### src/rtl/tensor_pkg.sv
// Shared types and defaults for the tensor-core warp issue scheduler.
// Holds the per-warp state encoding and a helper for index widths.
package tensor_pkg;

    localparam int NUM_WARPS_DEFAULT = 8;
    localparam int THREAD_N_DEFAULT  = 4;

    typedef enum logic [2:0] {
        W_IDLE    = 3'd0,
        W_LOADING = 3'd1,
        W_READY   = 3'd2,
        W_ISSUING = 3'd3,
        W_DRAIN   = 3'd4
    } warp_state_e;

    // clog2 that never collapses to a zero-width field
    function automatic int width_min1(input int n);
        return (n > 1) ? $clog2(n) : 1;
    endfunction

endpackage

### src/rtl/tensor_issue_sched_rr_arbiter.sv
// Round-robin arbiter: picks the first requester at or after the pointer and
// moves the pointer past the winner when the grant is consumed.
module rr_arbiter
    import tensor_pkg::*;
#(
    parameter int  NUM_WARPS = NUM_WARPS_DEFAULT,
    localparam int PTR_W     = width_min1(NUM_WARPS)
) (
    input  logic                 clk,
    input  logic                 reset,
    input  logic [NUM_WARPS-1:0] req,
    input  logic                 advance,
    output logic [NUM_WARPS-1:0] grant
);

    logic [PTR_W-1:0] ptr_q;
    logic [PTR_W-1:0] ptr_d;
    logic [PTR_W-1:0] nxt_ptr;
    logic             found;
    int               idx;

    always_comb begin
        grant   = '0;
        found   = 1'b0;
        nxt_ptr = ptr_q;
        idx     = 0;
        for (int i = 0; i < NUM_WARPS; i++) begin
            idx = int'(ptr_q) + i;
            if (idx >= NUM_WARPS) begin
                idx = idx - NUM_WARPS;
            end
            for (int j = 0; j < NUM_WARPS; j++) begin
                if (!found && req[j] && (j == idx)) begin
                    grant[j] = 1'b1;
                    found    = 1'b1;
                    nxt_ptr  = (j == NUM_WARPS - 1) ? '0 : PTR_W'(j + 1);
                end
            end
        end
        ptr_d = (advance && found) ? nxt_ptr : ptr_q;
    end

    always_ff @(posedge clk) begin
        if (reset) begin
            ptr_q <= '0;
        end else begin
            ptr_q <= ptr_d;
        end
    end

endmodule

### src/rtl/tensor_issue_sched.sv
// Warp issue scheduler: tracks operand loading per warp and streams one warp
// at a time through THREAD_N datapath steps, then waits for its writeback.
module tensor_issue_sched
    import tensor_pkg::*;
#(
    parameter int  NUM_WARPS = NUM_WARPS_DEFAULT,
    parameter int  THREAD_N  = THREAD_N_DEFAULT,
    localparam int WID_W     = width_min1(NUM_WARPS),
    localparam int STEP_W    = width_min1(THREAD_N)
) (
    input  logic                 clk,
    input  logic                 reset,
    input  logic                 in_valid,
    input  logic [WID_W-1:0]     in_wid,
    input  logic                 in_last,
    output logic                 in_ready,
    output logic                 fire_valid,
    output logic [WID_W-1:0]     fire_wid,
    output logic [STEP_W-1:0]    fire_step,
    output logic                 fire_last,
    input  logic                 fire_ready,
    input  logic                 done_valid,
    input  logic [WID_W-1:0]     done_wid,
    output logic [NUM_WARPS-1:0] warp_busy,
    output logic                 err
);

    localparam int WID_SPAN = 1 << WID_W;

    logic                      fire_valid_q, fire_valid_d;
    logic [WID_W-1:0]          fire_wid_q, fire_wid_d;
    logic [STEP_W-1:0]         fire_step_q, fire_step_d;
    logic                      err_q, err_d;

    logic [NUM_WARPS-1:0]      ready_vec;
    logic [NUM_WARPS-1:0]      busy_vec;
    logic [NUM_WARPS-1:0]      grant;
    logic [WID_SPAN-1:0][2:0]  state_flat;
    logic [WID_W-1:0]          grant_wid;
    logic                      advance;
    logic                      fire_hs;
    logic                      fire_end;
    warp_state_e               in_state;
    warp_state_e               done_state;

    assign advance  = !fire_valid_q && (|ready_vec);
    assign fire_hs  = fire_valid_q && fire_ready;
    assign fire_end = fire_hs && (fire_step_q == STEP_W'(THREAD_N - 1));

    rr_arbiter #(
        .NUM_WARPS (NUM_WARPS)
    ) u_arb (
        .clk     (clk),
        .reset   (reset),
        .req     (ready_vec),
        .advance (advance),
        .grant   (grant)
    );

    generate
        for (genvar gi = 0; gi < WID_SPAN; gi++) begin : g_warp
            if (gi < NUM_WARPS) begin : g_real
                warp_state_e st_q;
                warp_state_e st_d;

                // Each arm only fires from the state it owns, so same-cycle
                // beat/done/grant events for one warp never collide.
                always_comb begin
                    st_d = st_q;
                    case (st_q)
                        W_IDLE, W_LOADING: begin
                            if (in_valid && (in_wid == WID_W'(gi))) begin
                                st_d = in_last ? W_READY : W_LOADING;
                            end
                        end
                        W_READY: begin
                            if (advance && grant[gi]) begin
                                st_d = W_ISSUING;
                            end
                        end
                        W_ISSUING: begin
                            if (fire_end && (fire_wid_q == WID_W'(gi))) begin
                                st_d = W_DRAIN;
                            end
                        end
                        W_DRAIN: begin
                            if (done_valid && (done_wid == WID_W'(gi))) begin
                                st_d = W_IDLE;
                            end
                        end
                        default: st_d = W_IDLE;
                    endcase
                end

                always_ff @(posedge clk) begin
                    if (reset) begin
                        st_q <= W_IDLE;
                    end else begin
                        st_q <= st_d;
                    end
                end

                assign state_flat[gi] = st_q;
                assign ready_vec[gi]  = (st_q == W_READY);
                assign busy_vec[gi]   = (st_q != W_IDLE);
            end else begin : g_pad
                // Unused warp ids look permanently busy: beats rejected, done flagged.
                assign state_flat[gi] = W_ISSUING;
            end
        end
    endgenerate

    always_comb begin
        in_state   = warp_state_e'(state_flat[in_wid]);
        done_state = warp_state_e'(state_flat[done_wid]);
    end

    assign in_ready = (in_state == W_IDLE) || (in_state == W_LOADING);
    assign err_d    = done_valid && (done_state != W_DRAIN);

    always_comb begin
        grant_wid = '0;
        for (int j = 0; j < NUM_WARPS; j++) begin
            if (grant[j]) begin
                grant_wid = WID_W'(j);
            end
        end
    end

    always_comb begin
        fire_valid_d = fire_valid_q;
        fire_wid_d   = fire_wid_q;
        fire_step_d  = fire_step_q;
        if (advance) begin
            fire_valid_d = 1'b1;
            fire_wid_d   = grant_wid;
            fire_step_d  = '0;
        end else if (fire_end) begin
            fire_valid_d = 1'b0;
        end else if (fire_hs) begin
            fire_step_d = fire_step_q + STEP_W'(1);
        end
    end

    always_ff @(posedge clk) begin
        if (reset) begin
            fire_valid_q <= 1'b0;
            fire_wid_q   <= '0;
            fire_step_q  <= '0;
            err_q        <= 1'b0;
        end else begin
            fire_valid_q <= fire_valid_d;
            fire_wid_q   <= fire_wid_d;
            fire_step_q  <= fire_step_d;
            err_q        <= err_d;
        end
    end

    assign fire_valid = fire_valid_q;
    assign fire_wid   = fire_wid_q;
    assign fire_step  = fire_step_q;
    assign fire_last  = fire_valid_q && (fire_step_q == STEP_W'(THREAD_N - 1));
    assign warp_busy  = busy_vec;
    assign err        = err_q;

endmodule

### config.mk
export PLATFORM = sky130hd
export DESIGN_NAME = tensor_issue_sched
export DESIGN_NICKNAME = d
export VERILOG_FILES = /design/src/rtl/tensor_pkg.sv /design/src/rtl/tensor_issue_sched_rr_arbiter.sv /design/src/rtl/tensor_issue_sched.sv
export SDC_FILE = /design/constraint.sdc
export NUM_CORES = 1
export LEC_CHECK = 0
export ABC_AREA = 1
export CAP_MARGIN = 20
export CORE_MARGIN = 3
export CORE_UTILIZATION = 61
export CTS_CLUSTER_SIZE = 12
export DETAILED_ROUTE_END_ITERATION = 8
export GPL_TIMING_DRIVEN = 1
export PLACE_DENSITY = 0.82
export SLEW_MARGIN = 10
export SYNTH_ARGS = -nofsm -noshare
export SYNTH_HDL_FRONTEND = slang
export SYNTH_SLANG_ARGS = --single-unit
### constraint.sdc
create_clock -name clk -period 6.6 [get_ports clk]
set_input_delay 1.32 -clock clk [delete_from_list [all_inputs] [get_ports clk]]
set_output_delay 1.32 -clock clk [all_outputs]
set_load 0.02 [all_outputs]
# Word-level counts from Yosys, hierarchy flattened
# Cells that the tools add are included.
dict set report op_classes {
  n_addsub 16
  order_cmp 10
  eq_ne 144
  n_mux 253
  n_bitwise 1
  n_reduce_logical 280
}
# op count
set op_table {}
lappend op_table {{$eq A4 B32 Y1 const A} 32}
lappend op_table {{$eq A3 B32 Y1 const A} 16}
lappend op_table {{$mux W3} 104}
lappend op_table {{$eq A2 B32 Y1 const A} 8}
lappend op_table {{$logic_not A32 Y1} 8}
lappend op_table {{$mux W32} 8}
lappend op_table {{$ge A32 B5 Y1 const B} 7}
lappend op_table {{$sub A32 B5 Y32 const B} 7}
lappend op_table {{$logic_and A1 B1 Y1} 165}
lappend op_table {{$mux W1} 130}
lappend op_table {{$pmux W3 S4} 8}
lappend op_table {{$eq A3 B2 Y1 const B} 22}
lappend op_table {{$logic_not A1 Y1} 64}
lappend op_table {{$ne A2 B2 Y1 const B} 32}
lappend op_table {{$reduce_bool A64 Y1} 1}
lappend op_table {{$eq A3 B3 Y1 const B} 20}
lappend op_table {{$eq A3 B1 Y1 const B} 12}
lappend op_table {{$logic_not A3 Y1} 12}
lappend op_table {{$reduce_and A4 Y1} 8}
lappend op_table {{$reduce_bool A3 Y1} 8}
lappend op_table {{$bmux W3 S3} 2}
lappend op_table {{$reduce_or A2 Y1} 9}
lappend op_table {{$add A3 B3 Y4 const B} 4}
lappend op_table {{$add A3 B2 Y4 const B} 2}
lappend op_table {{other kinds (13)} 15}
dict set report totals {
  register_bits 34
  elab_cells 717
}

# Longest topological paths before layout
# Gate-level depths: netlist (run 1).
dict set report depth {
  ltp_word 260
  depth_mapped 42
  mapped_depth_nobuf 42
}

# Hierarchy
# A second synthesis (run 1) with hierarchy kept.
dict set report hier_totals {
  hier_cells 804
  hier_area_um2 4395.5
}
# mod instances cells_per_inst area_per_inst_um2
set by_module_without_submodules {}
lappend by_module_without_submodules {tensor_issue_sched 1 391 2237.1}
lappend by_module_without_submodules {rr_arbiter 1 413 2158.3}

# Worst setup path before layout (run 1)
# OpenSTA, ideal clock, no wires.
dict set report synth_path {
  kind {register to register}
  startpoint {register u_arb.ptr_q[0]}
  endpoint {register g_warp[6].g_real.st_q[1]}
  setup_time_ns 0.113
  arrival_ns 4.671
  t_required_ns 6.487
  path_slack_ns 1.816
  path_stages_with_launch 42
  period_less_slack_ns 4.784
  cell_sequence {dfxtp_1 > nand2_1 > inv_1 > ha_1 > inv_1 > nor2_1 > nor2_4 > nand4_2 > nor2_4 > nand4_4 > nor2_4 > nand4_2 > nor2_4 > nand4_4 > nor2_4 > nand4_4 > nor2_4 > nand4_2 > [... 6 more ...] > nor2_4 > nand4_4 > nor2_4 > nand4_4 > nor2_4 > nand4_4 > nor2_4 > nand4_4 > nor2_4 > nand4_4 > nor2_4 > nand4_1 > nand2_1 > nand2_1 > nand2_1 > nand2_1 > o21ai_1 > inv_1}
}
dict set report synth_between {
  elab_chain_len 256
  word_cells_on_any_way 354
  cone_classes {add/sub (15); order compare (8); eq/ne (56); mux (78); reduce/logical (197)}
}
# element line_no
set synth_rtl {}
lappend synth_rtl {{start: declaration} tensor_issue_sched_rr_arbiter.sv:16} ;# logic [PTR_W-1:0] ptr_q;
lappend synth_rtl {{start signal: assignment} tensor_issue_sched_rr_arbiter.sv:47} ;# ptr_q <= ptr_d;
lappend synth_rtl {{$sub A3 B4 Y5 / $ge A3 B4 Y1 (equally long branches)} {tensor_issue_sched_rr_arbiter.sv:30, tensor_issue_sched_rr_arbiter.sv:29}}
lappend synth_rtl {{$mux W32} tensor_issue_sched_rr_arbiter.sv:29} ;# if (idx >= NUM_WARPS) begin
lappend synth_rtl {{$logic_not A32 Y1} tensor_issue_sched_rr_arbiter.sv:33} ;# if (!found && req[j] && (j == idx)) begin
lappend synth_rtl {{$logic_and A1 B1 Y1} tensor_issue_sched_rr_arbiter.sv:33}
lappend synth_rtl {{$mux W1} tensor_issue_sched_rr_arbiter.sv:33}
lappend synth_rtl {{$logic_not A1 Y1} tensor_issue_sched_rr_arbiter.sv:33}
lappend synth_rtl {{$logic_and A1 B1 Y1 (2 in a row)} tensor_issue_sched_rr_arbiter.sv:33}
lappend synth_rtl {{$mux W1} tensor_issue_sched_rr_arbiter.sv:33}
lappend synth_rtl {{[... 237 more ...]} -}
lappend synth_rtl {{$logic_and A1 B1 Y1 (2 in a row)} tensor_issue_sched_rr_arbiter.sv:33}
lappend synth_rtl {{$mux W1} tensor_issue_sched_rr_arbiter.sv:33}
lappend synth_rtl {{$logic_not A1 Y1} tensor_issue_sched_rr_arbiter.sv:33}
lappend synth_rtl {{$logic_and A1 B1 Y1 (2 in a row)} tensor_issue_sched_rr_arbiter.sv:33}
lappend synth_rtl {{$mux W1 (*)} tensor_issue_sched_rr_arbiter.sv:33}
lappend synth_rtl {{$logic_and A1 B1 Y1 (*)} tensor_issue_sched.sv:77} ;# if (advance && grant[gi]) begin
lappend synth_rtl {{$ne A2 B2 Y1 (no source line) (*)} -}
lappend synth_rtl {{$reduce_and A4 Y1 (no source line) (*)} -}
lappend synth_rtl {{end signal: assignment} tensor_issue_sched.sv:99} ;# st_q <= st_d;
lappend synth_rtl {{end: declaration} tensor_issue_sched.sv:63} ;# warp_state_e st_q;
# Mark *: on every way between the ends. The rest lies on a longest branch, timed or not.
# A chain may end at the register's enable or synchronous reset.

# Worst setup path after layout (run 1)
dict set report layout_path {
  startpoint {register u_arb.ptr_q[2]}
  endpoint {register g_warp[3].g_real.st_q[1]}
}
dict set report layout_between {
  elab_chain_len 244
  word_cells_on_any_way 339
  cone_classes {add/sub (15); order compare (8); eq/ne (53); mux (75); reduce/logical (188)}
}
# element line_no
set layout_rtl {}
lappend layout_rtl {{$sub A3 B4 Y5 / $ge A3 B4 Y1 (equally long branches)} {tensor_issue_sched_rr_arbiter.sv:30, tensor_issue_sched_rr_arbiter.sv:29}}
lappend layout_rtl {{$mux W32} tensor_issue_sched_rr_arbiter.sv:29}
lappend layout_rtl {{$logic_not A32 Y1} tensor_issue_sched_rr_arbiter.sv:33}
lappend layout_rtl {{$logic_and A1 B1 Y1} tensor_issue_sched_rr_arbiter.sv:33}
lappend layout_rtl {{$mux W1} tensor_issue_sched_rr_arbiter.sv:33}
lappend layout_rtl {{$logic_not A1 Y1} tensor_issue_sched_rr_arbiter.sv:33}
lappend layout_rtl {{$logic_and A1 B1 Y1 (2 in a row)} tensor_issue_sched_rr_arbiter.sv:33}
lappend layout_rtl {{$mux W1} tensor_issue_sched_rr_arbiter.sv:33}
lappend layout_rtl {{[... 225 more ...]} -}
lappend layout_rtl {{$logic_and A1 B1 Y1 (2 in a row)} tensor_issue_sched_rr_arbiter.sv:33}
lappend layout_rtl {{$mux W1} tensor_issue_sched_rr_arbiter.sv:33}
lappend layout_rtl {{$logic_not A1 Y1} tensor_issue_sched_rr_arbiter.sv:33}
lappend layout_rtl {{$logic_and A1 B1 Y1 (2 in a row)} tensor_issue_sched_rr_arbiter.sv:33}
lappend layout_rtl {{$mux W1 (*)} tensor_issue_sched_rr_arbiter.sv:33}
lappend layout_rtl {{$logic_and A1 B1 Y1 (*)} tensor_issue_sched.sv:77}
lappend layout_rtl {{$ne A2 B2 Y1 (no source line) (*)} -}
lappend layout_rtl {{$reduce_and A4 Y1 (no source line) (*)} -}
lappend layout_rtl {{end signal: assignment} tensor_issue_sched.sv:99}
lappend layout_rtl {{end: declaration} tensor_issue_sched.sv:63}
# Marked as above.

==> results.cfg, run 1 <==
[floorplan]
pin_count = 29
start_util_pct = 63.65
core_mm2 = 0.006422
dieArea_mm2 = 0.007719
die_width_um = 87.86
rows = 29
die_y_um = 87.86

[place]
gp_congestion = 1.142
dp.final_hpwl_um = 11490
place_ws_ns = 1.157
port_buffers = 28

[clocking]
htree_levels = 2
cts_setup_buffers = 0
cts_inserted_buffers = 5
clkLatencyLatePin_ns = 0.30
cts_tree = built
clockBufferDepth = 2
cts.repair.resized = 0
cts_hold_buf = 0
clockRootBuffer = clkbuf_8
clk_pin_slew_ns = 0.08
numClockSinks = 34

[worst_setup_path]
worst-r2r-setup-slack_ns = 1.0
r2r_start = u_arb.ptr_q[2]
cp-start-kind = flip-flop
crit_type = reg2reg
reg2regPathDepth = 41
cp_slowest_cell = dfxtp_1
worstPathArrival_ns = 5.81
crit_top_cell = nor2_4
cp_max_fo = 7
cpPeakStageDelay_ns = 0.47
rr_endpoint = g_warp[3].g_real.st_q[1]
cp-end-kind = flip-flop
cp.required_ns = 6.81

[global_routing]
grt_max_degree = 25
busiest_layer = met2
antenna_found_initial = 0
overflow = 0
grt_use_met3_pct = 12.23
grt_usage_pct = 37.95
grt_pass1_wl_um = 22740
grtUsageMet1_pct = 53.68
use_met2_pct = 55.00
grt_pass1_vias = 4588

[outcome]
status = finished, final reports clean

[synthesis]
synthTopCellsByCount = nor2_1 (144), inv_1 (137), nand2_1 (126), nand3_1 (38), o21ai_0 (37)
async_reset_ff_share_pct = 0
synth_nets = 738
ys_ff_latch = 34
synth_most_common_cell = nor2_1
synth_edf_count = 0
netlist_instances = 722
yosys.cell_types.count = 43
ys_seq_area_share_pct = 16.65
ys.flop_type = dfxtp_1
ys_warn_count = 0
syn-cell-area_mm2 = 0.004088
yosys.area.top_type = dfxtp_1
netlist.area_leader.share_pct = 16.65
synth_area_leaders = dfxtp_1 (17%), nor2_1 (13%), inv_1 (13%), nand2_1 (12%), nand4_4 (5.7%)
avgSynthCellArea_um2 = 5.662

[timing]
rsz0062_at_grt = no
finalWorstSetupSlack_ns = 0.9995
drv_slew = 0
period_needed_ns = 5.601
skew_ns = 0.01768
fmax_ghz = 0.1786
hold_viol_final = 0
fin_crit_sh_pct = 84.86
relSlewSlack_pct = 30.69
worstMarginPinSlew_ns = 1.036
setup_violations = 0
fin_tns_setup_ns = 0

[detailed_routing]
drcViolationCount = 0
avgViaCountPerCell = 6.206
vias = 5170
dr.pass1.iters = 8
drt-wirelength-per-cell_um = 17.35
drtIter0Drc = 761
antenna_left = 0
wl_um = 14450

[pwr]
power-per-cell-area_mw_per_mm2 = 271.3
leakagePower_nw = 2.143
peakVddDrop_uv = 242.3

[worst_hold_path]
hold_end = g_warp[4].g_real.st_q[0]
hp-start = g_warp[4].g_real.st_q[0]
whs_path_depth = 2
min_path_type = reg2reg

[final_layout]
area.growth.synth_to_final_pct = 12.83
n_antenna_cell = 0
fin_nets = 771
drive_gt1_share_pct = 10.19

[job]
drv_cap = 0
==> state kept, by name, summed over array words and instances, names as in the netlist <==
signal	cells
fire_valid	1
u_arb.ptr_q	3
fire_step	2
err	1
fire_wid	3
g_warp.g_real.st_q	24
==> worst max path at each step <==
stage	start	to	slack, ns	cells after the start
after CTS	u_arb.ptr_q[2]	g_warp[3].g_real.st_q[1]	1.12	41
after global routing	u_arb.ptr_q[2]	u_arb.ptr_q[1]	0.56	37
after detailed placement	u_arb.ptr_q[2]	g_warp[3].g_real.st_q[1]	1.16	41
final	u_arb.ptr_q[2]	g_warp[3].g_real.st_q[1]	1.0	41
after floorplan	u_arb.ptr_q[0]	g_warp[6].g_real.st_q[1]	1.82	41
after global placement	u_arb.ptr_q[2]	g_warp[5].g_real.st_q[2]	1.35	40
==> cell usage in the layout (no fill, tap or decap), types with 8 or more instances in the layout <==
cell             count
nand4_4             11
nand2_1            126
dfxtp_1             34
nor2_4              15
nor3_1              35
nor2_1             144
nand4_1             23
clkdlybuf4s50_1     28
nand2_2              8
inv_1              137
a21oi_1             25
o21ai_0             37
nand3_1             38
inv_2               15
nor4_1              13
==> cell type report <==
type	count	area [um^2]
multi-input combinational	527	2801
timing repair buffer	33	317.8
inverter	154	578.1
fill	578	1810
clock inverter	3	68.82
clock buffer	5	68.82
tap	77	96.34
sequential	34	680.7
==> routing by layer <==
| metal | share of wire, % | up-vias |
|---|---|---|
| met5 | 0 | - |
| met3 | 16 | 66 |
| li1 | - | 2398 |
| met1 | 40 | 2287 |
| met2 | 41 | 419 |
| met4 | 3.3 | 0 |
==> critical path, delay by kind of cell (launching register included) <==
family,cells,cell delay [ns]
and+or+nand+nor,35,4.33
DFF,1,0.47
buffers and inverters,4,0.36
adders and majority gates,1,0.21
AOI/OAI and AO/OA,1,0.13
==> stage by stage <==
| step | hold slack, ns | instance area, um^2 | cells | util, % | total power (W) |
|---|---|---|---|---|---|
| finish | 0.5065 | 4612 | 833 | 71.81 | 0.001251 |
| global route | 0.5317 | 4612 | 833 | 71.81 | 0.001323 |
| CTS | 0.5068 | 4612 | 833 | 71.81 | 0.001220 |
| detailed placement | 0.4937 | 4474 | 825 | 69.67 | 0.0009820 |
| global placement | 0.4860 | 4474 | 825 | 69.67 | 0.0009659 |
| floorplan | 0.4664 | 4088 | 722 | - | 0.0007924 |
==> logic make-up after synthesis <==
kind of cell | share of synthesized area [%]
buffers and inverters | 14.81
AOI/OAI and AO/OA | 12.27
and+or+nand+nor | 54.55
muxes | 0.2755
DFF | 16.65
xor gates and xnor gates | 0.2143
adders and majority gates | 1.224
==> where the power goes <==
part	internal, W	switching, W
combinational	0.000248	0.000490
sequential	0.000234	0.0000384
clock	0.000151	0.0000899
Power figures use the tool's default switching activity.
==> run 2: changes to the inputs <==
==> constraint.sdc (replaced) <==
create_clock -name clk -period 5.32 [get_ports clk]
set_input_delay 1.064 -clock clk [delete_from_list [all_inputs] [get_ports clk]]
set_output_delay 1.064 -clock clk [all_outputs]
set_load 0.02 [all_outputs]
==> run 2 against run 1 <==
Net effect:
- register-to-register slack worse by 0.96 ns
- non-clock buffer count is 36 higher
- critical path type unchanged
- sequential power is 28% higher
- highest routed layer unchanged
==> results.cfg, run 2 (synthesis results as in run 1) <==
[outcome]
status = finished, final reports clean

[place]
port_buffers = 28
placed_cells = 842
dp.final_hpwl_um = 11510
gp_congestion = 1.107
dpl_cell_area_mm2 = 0.004602

[final_layout]
final_area_mm2 = 0.005066
final_core_util_pct = 78.88
instances_no_fill = 869
fin_nets = 807
n_fill_cell = 491
max_flop_register = g_warp.g_real.st_q
largest_reg_flops = 24
drive_gt1_share_pct = 19.44
n_antenna_cell = 0
final_cell_mix = nor2_1 (136), inv_1 (133), nand2_1 (114), buf_4 (38), nand3_1 (35)
area.growth.synth_to_final_pct = 23.94
final_common_cell = nor2_1

[pwr]
power-per-cell-area_mw_per_mm2 = 324.6
peakVddDrop_uv = 365.1
leakagePower_nw = 2.377

[floorplan]
core_mm2 = 0.006422
rows = 29
dieArea_mm2 = 0.007719
die_y_um = 87.86
start_util_pct = 63.65
die_width_um = 87.86
pin_count = 29

[worst_setup_path]
cp_slowest_cell = dfxtp_4
crit_top_cell = nand4_4
crit_start = u_arb.ptr_q[1]
crit_type = reg2reg
cpPeakStageDelay_ns = 0.41
worstPathArrival_ns = 5.49
cp-start-kind = flip-flop
cp-end-kind = flip-flop
r2r_start = u_arb.ptr_q[1]
cp.required_ns = 5.53
cp_max_fo = 5

[detailed_routing]
antenna_left = 0
drcViolationCount = 0
drt-wirelength-per-cell_um = 17.19
vias = 5363
wl_um = 14940
avgViaCountPerCell = 6.171
drtIter0Drc = 810
dr.pass1.iters = 6

[clocking]
clockRootBuffer = clkbuf_8
clockBufferDepth = 2
cts_tree = built
cts_inserted_buffers = 5
numClockSinks = 34
clk_pin_slew_ns = 0.07
htree_levels = 2
clkLatencyLatePin_ns = 0.30

[global_routing]
grt_pass1_wl_um = 22710
antenna_found_initial = 0
grt_pass1_vias = 4708
overflow = 0
grt_usage_pct = 38.21
grt_max_degree = 25

[timing]
rsz0062_at_grt = yes
period_needed_ns = 5.283
drv_slew = 0
hold_ws_ns = 0.5030
fin_tns_setup_ns = 0
worstMarginPinSlew_ns = 1.052
fin_crit_sh_pct = 99.31
hold_viol_final = 0
fmax_ghz = 0.1893
relSlewSlack_pct = 29.65
setup_violations = 0
skew_ns = 0.005583

[worst_hold_path]
hp-start = g_warp[3].g_real.st_q[0]
min_path_type = reg2reg

[job]
drv_cap = 0
-- run 2: cell types whose count changed in the layout (fill, tap and decap cells not counted), sizes merged --
cell,delta
clkbuf,+2
bufinv,-2
buf,+36
-- run 2: final cells by class --
class / count / area, um^2 / share of cell area [%]
clock buffer: 7 / 86.33 / 1.704
timing repair buffer: 69 / 608.1 / 12.00
sequential: 34 / 699.4 / 13.81
clock inverter: 1 / 5.005 / 0.09879
tap: 77 / 96.34 / 1.902
inverter: 154 / 585.6 / 11.56
multi-input combinational: 527 / 2985 / 58.93
-- run 2: path summary, 6_finish.rpt --
check / end / slack [ns] / cells past startpoint
worst max-delay path: g_warp[3].g_real.st_q[1] / 0.04 / 40
worst min-delay path: g_warp[3].g_real.st_q[0] / 0.50 / 2
worst min register to register: g_warp[3].g_real.st_q[0] / 0.50 / 2
worst max register to register: g_warp[3].g_real.st_q[1] / 0.04 / 40
-- run 2: critical path, delay by kind of cell, from the launching register on --
kind	cells	cell delay (ns)
buffers and inverters	3	0.20
DFF	1	0.41
and+or+nand+nor	36	4.50
AOI/OAI and AO/OA	1	0.11
-- run 2: where the power goes --
part / internal, W / total [W] / switching [W]
Sequential: 0.000293 / 0.000348 / 0.0000548
Combinational: 0.000422 / 0.00109 / 0.000666
Clock: 0.000105 / 0.000207 / 0.000103
-- run 2: layer usage --
layer	vias up	part of all wire [%]	global-route usage, %
met5	-	0	0
met2	430	42	56.51
met4	0	4.6	10.88
met1	2373	40	53.53
met3	88	14	11.57
li1	2472	-	-
-- run 2: stage by stage --
stage	setup slack, ns	total power (W)
floorplan	0.5358	0.0009831
global placement	0.1158	0.001211
detailed placement	-0.09301	0.001234
CTS	0.001362	0.001438
global route	-0.3221	0.001743
finish	0.03684	0.001644
-- run 2: what timing repair did --
item / in CTS / in global routing
hold buffers: 0 / 0
endpoints found under the setup margin: 18 / 28
pin swaps: 0 / 16
cloned: 0 / 0
resized for setup: 4 / 63
buffers inserted: 0 / 19
==> run 3: changes to the inputs <==
--- a/config.mk
+++ b/config.mk
@@ -11,8 +11,10 @@
 export CORE_UTILIZATION = 61
 export CTS_CLUSTER_SIZE = 12
 export DETAILED_ROUTE_END_ITERATION = 8
+export GPL_ROUTABILITY_DRIVEN = 0
 export GPL_TIMING_DRIVEN = 1
 export PLACE_DENSITY = 0.82
+export SETUP_SLACK_MARGIN = 0.5
 export SLEW_MARGIN = 10
 export SYNTH_ARGS = -nofsm -noshare
 export SYNTH_HDL_FRONTEND = slang
==> run 3 against run 2 <==
Net effect:
- the flow now finishes with violations (DRC)
- die area unchanged
- sequential share of layout area decreased by 0.66 points
- clock skew about the same
- maximum frequency increased by 0.78%
- combinational power rose by 17%
- count of clock-buffer cells in the layout is 1 higher
- hold slack improved by 0.0024 ns
- design area rose by 4.7%
- global-route usage grew 0.58 points
- sequential power hardly changed
- critical endpoint is now g_warp[6].g_real.st_q[1]
- largest power group unchanged
==> results.cfg, run 3 (synthesis results as in run 1) <==
[outcome]
status = complete, but fails checks
violations = DRC

[worst_setup_path]
cp_slowest_cell = dfxtp_4
cp-start-kind = flip-flop
crit_type = reg2reg
critPathTopFamily = simple AND/OR/NAND/NOR gates
cpPeakStageDelay_ns = 0.45
worstPathArrival_ns = 5.43
cp.required_ns = 5.51
cp_max_fo = 7
cp-end-kind = flip-flop
crit_buf_inv = 5

[detailed_routing]
drcViolationCount = 115
wl_um = 16090
antenna_left = 0
vias = 5672
avgViaCountPerCell = 6.345
dr.pass1.iters = 9
drtIter0Drc = 965
drt-wirelength-per-cell_um = 18.00

[global_routing]
grt_pass1_vias = 4877
grt_usage_pct = 38.80
antenna_found_initial = 1
overflow = 0
grt_pass1_wl_um = 23390
grt_max_degree = 25

[timing]
fin_tns_setup_ns = 0
hold_ws_ns = 0.5054
rsz0062_at_grt = yes
worstMarginPinSlew_ns = 1.133
fin_crit_sh_pct = 98.54
period_needed_ns = 5.242
relSlewSlack_pct = 24.26
fmax_ghz = 0.1908
setup_violations = 0
skew_ns = 0.005722
hold_viol_final = 0
drv_slew = 0

[final_layout]
drive_gt1_share_pct = 22.89
final_cell_mix = nor2_1 (139), inv_1 (131), nand2_1 (110), buf_4 (65), nand3_1 (35)
final_common_cell = nor2_1
fin_nets = 832
largest_reg_flops = 24
instances_no_fill = 894
area.growth.synth_to_final_pct = 29.72
max_flop_register = g_warp.g_real.st_q
n_antenna_cell = 0

[place]
dp.final_hpwl_um = 11000
placed_cells = 841
port_buffers = 28

[pwr]
switching_share_pct = 49.18
p_clk_share_pct = 12.5
comb_power_share_pct = 68.6
peakVddDrop_uv = 331.4
leakagePower_nw = 2.491
power-per-cell-area_mw_per_mm2 = 350.2
internal_power_w = 0.0009438
switchingPower_w = 0.0009134
power_w = 0.001857
power_frac_seq_pct = 18.9

[floorplan]
dieArea_mm2 = 0.007719
core_mm2 = 0.006422
die_width_um = 87.86
die_y_um = 87.86
start_util_pct = 63.65
rows = 29
pin_count = 29

[clocking]
htree_levels = 2
clk_pin_slew_ns = 0.07
cts_inserted_buffers = 5
clkLatencyLatePin_ns = 0.30
clockBufferDepth = 2
cts_hold_buf = 0
clockRootBuffer = clkbuf_8
cts_tree = built
numClockSinks = 34

[job]
drv_cap = 0

[worst_hold_path]
min_path_type = reg2reg
run 3: repair_timing:
item                       4_1_cts  5_1_grt
setup buffers                   32       13
gates resized for setup         53       26
pin swaps                       28       30
setup endpoints to repair       28       28
run 3: tightest hold or removal path: stages, from the launching register on:
cell and delay [ns]:
dfxtp_1 0.34, nand2_1 0.07, a21oi_1 0.06
run 3: worst paths after layout:
path                                          startpoint                  endpoint  slack, ns  depth (start not counted)
worst max register to register            u_arb.ptr_q[2]  g_warp[6].g_real.st_q[1]       0.08                         40
worst min-delay path            g_warp[3].g_real.st_q[0]  g_warp[3].g_real.st_q[0]       0.51                          2
worst min register to register  g_warp[3].g_real.st_q[0]  g_warp[3].g_real.st_q[0]       0.51                          2
worst max-delay path                      u_arb.ptr_q[2]  g_warp[6].g_real.st_q[1]       0.08                         40
run 3: cell type report:
cell class,count,area [um^2]
fillers,445,1120
repair buffers,94,779.5
inverters,154,596.8
flip-flops and latches,34,696.9
multi-input cells,527,3023
well taps,77,96.34
clock buffers,8,110.1
run 3: layer usage:
metal / wire (um) / vias to the layer above / track usage [%]
met4: 995 / 2 / 14.23
met3: 2625 / 137 / 12.61
met5: 13 / - / 0
met1: 5917 / 2487 / 52.21
met2: 6541 / 521 / 57.81
li1: - / 2525 / -
run 3: power groups by stage:
stage	clock (W)	sequential [W]	combinational, W
after global routing	0.000242	0.000357	0.00134
after detailed placement	0	0.000340	0.000888
after floorplan	0	0.000348	0.000635
after global placement	0	0.000339	0.000875
final	0.000232	0.000351	0.00127
after CTS	0.000231	0.000345	0.00110
run 3: stage by stage:
step	utilization [%]	cell area, um^2	setup WS [ns]
6_report	82.56	5303	0.07764
5_1_grt	82.56	5303	-0.2096
4_1_cts	79.68	5117	0.1120
3_5_place_dp	71.54	4594	-0.04372
3_3_place_gp	71.54	4594	0.1532
2_1_floorplan	-	4088	0.5358
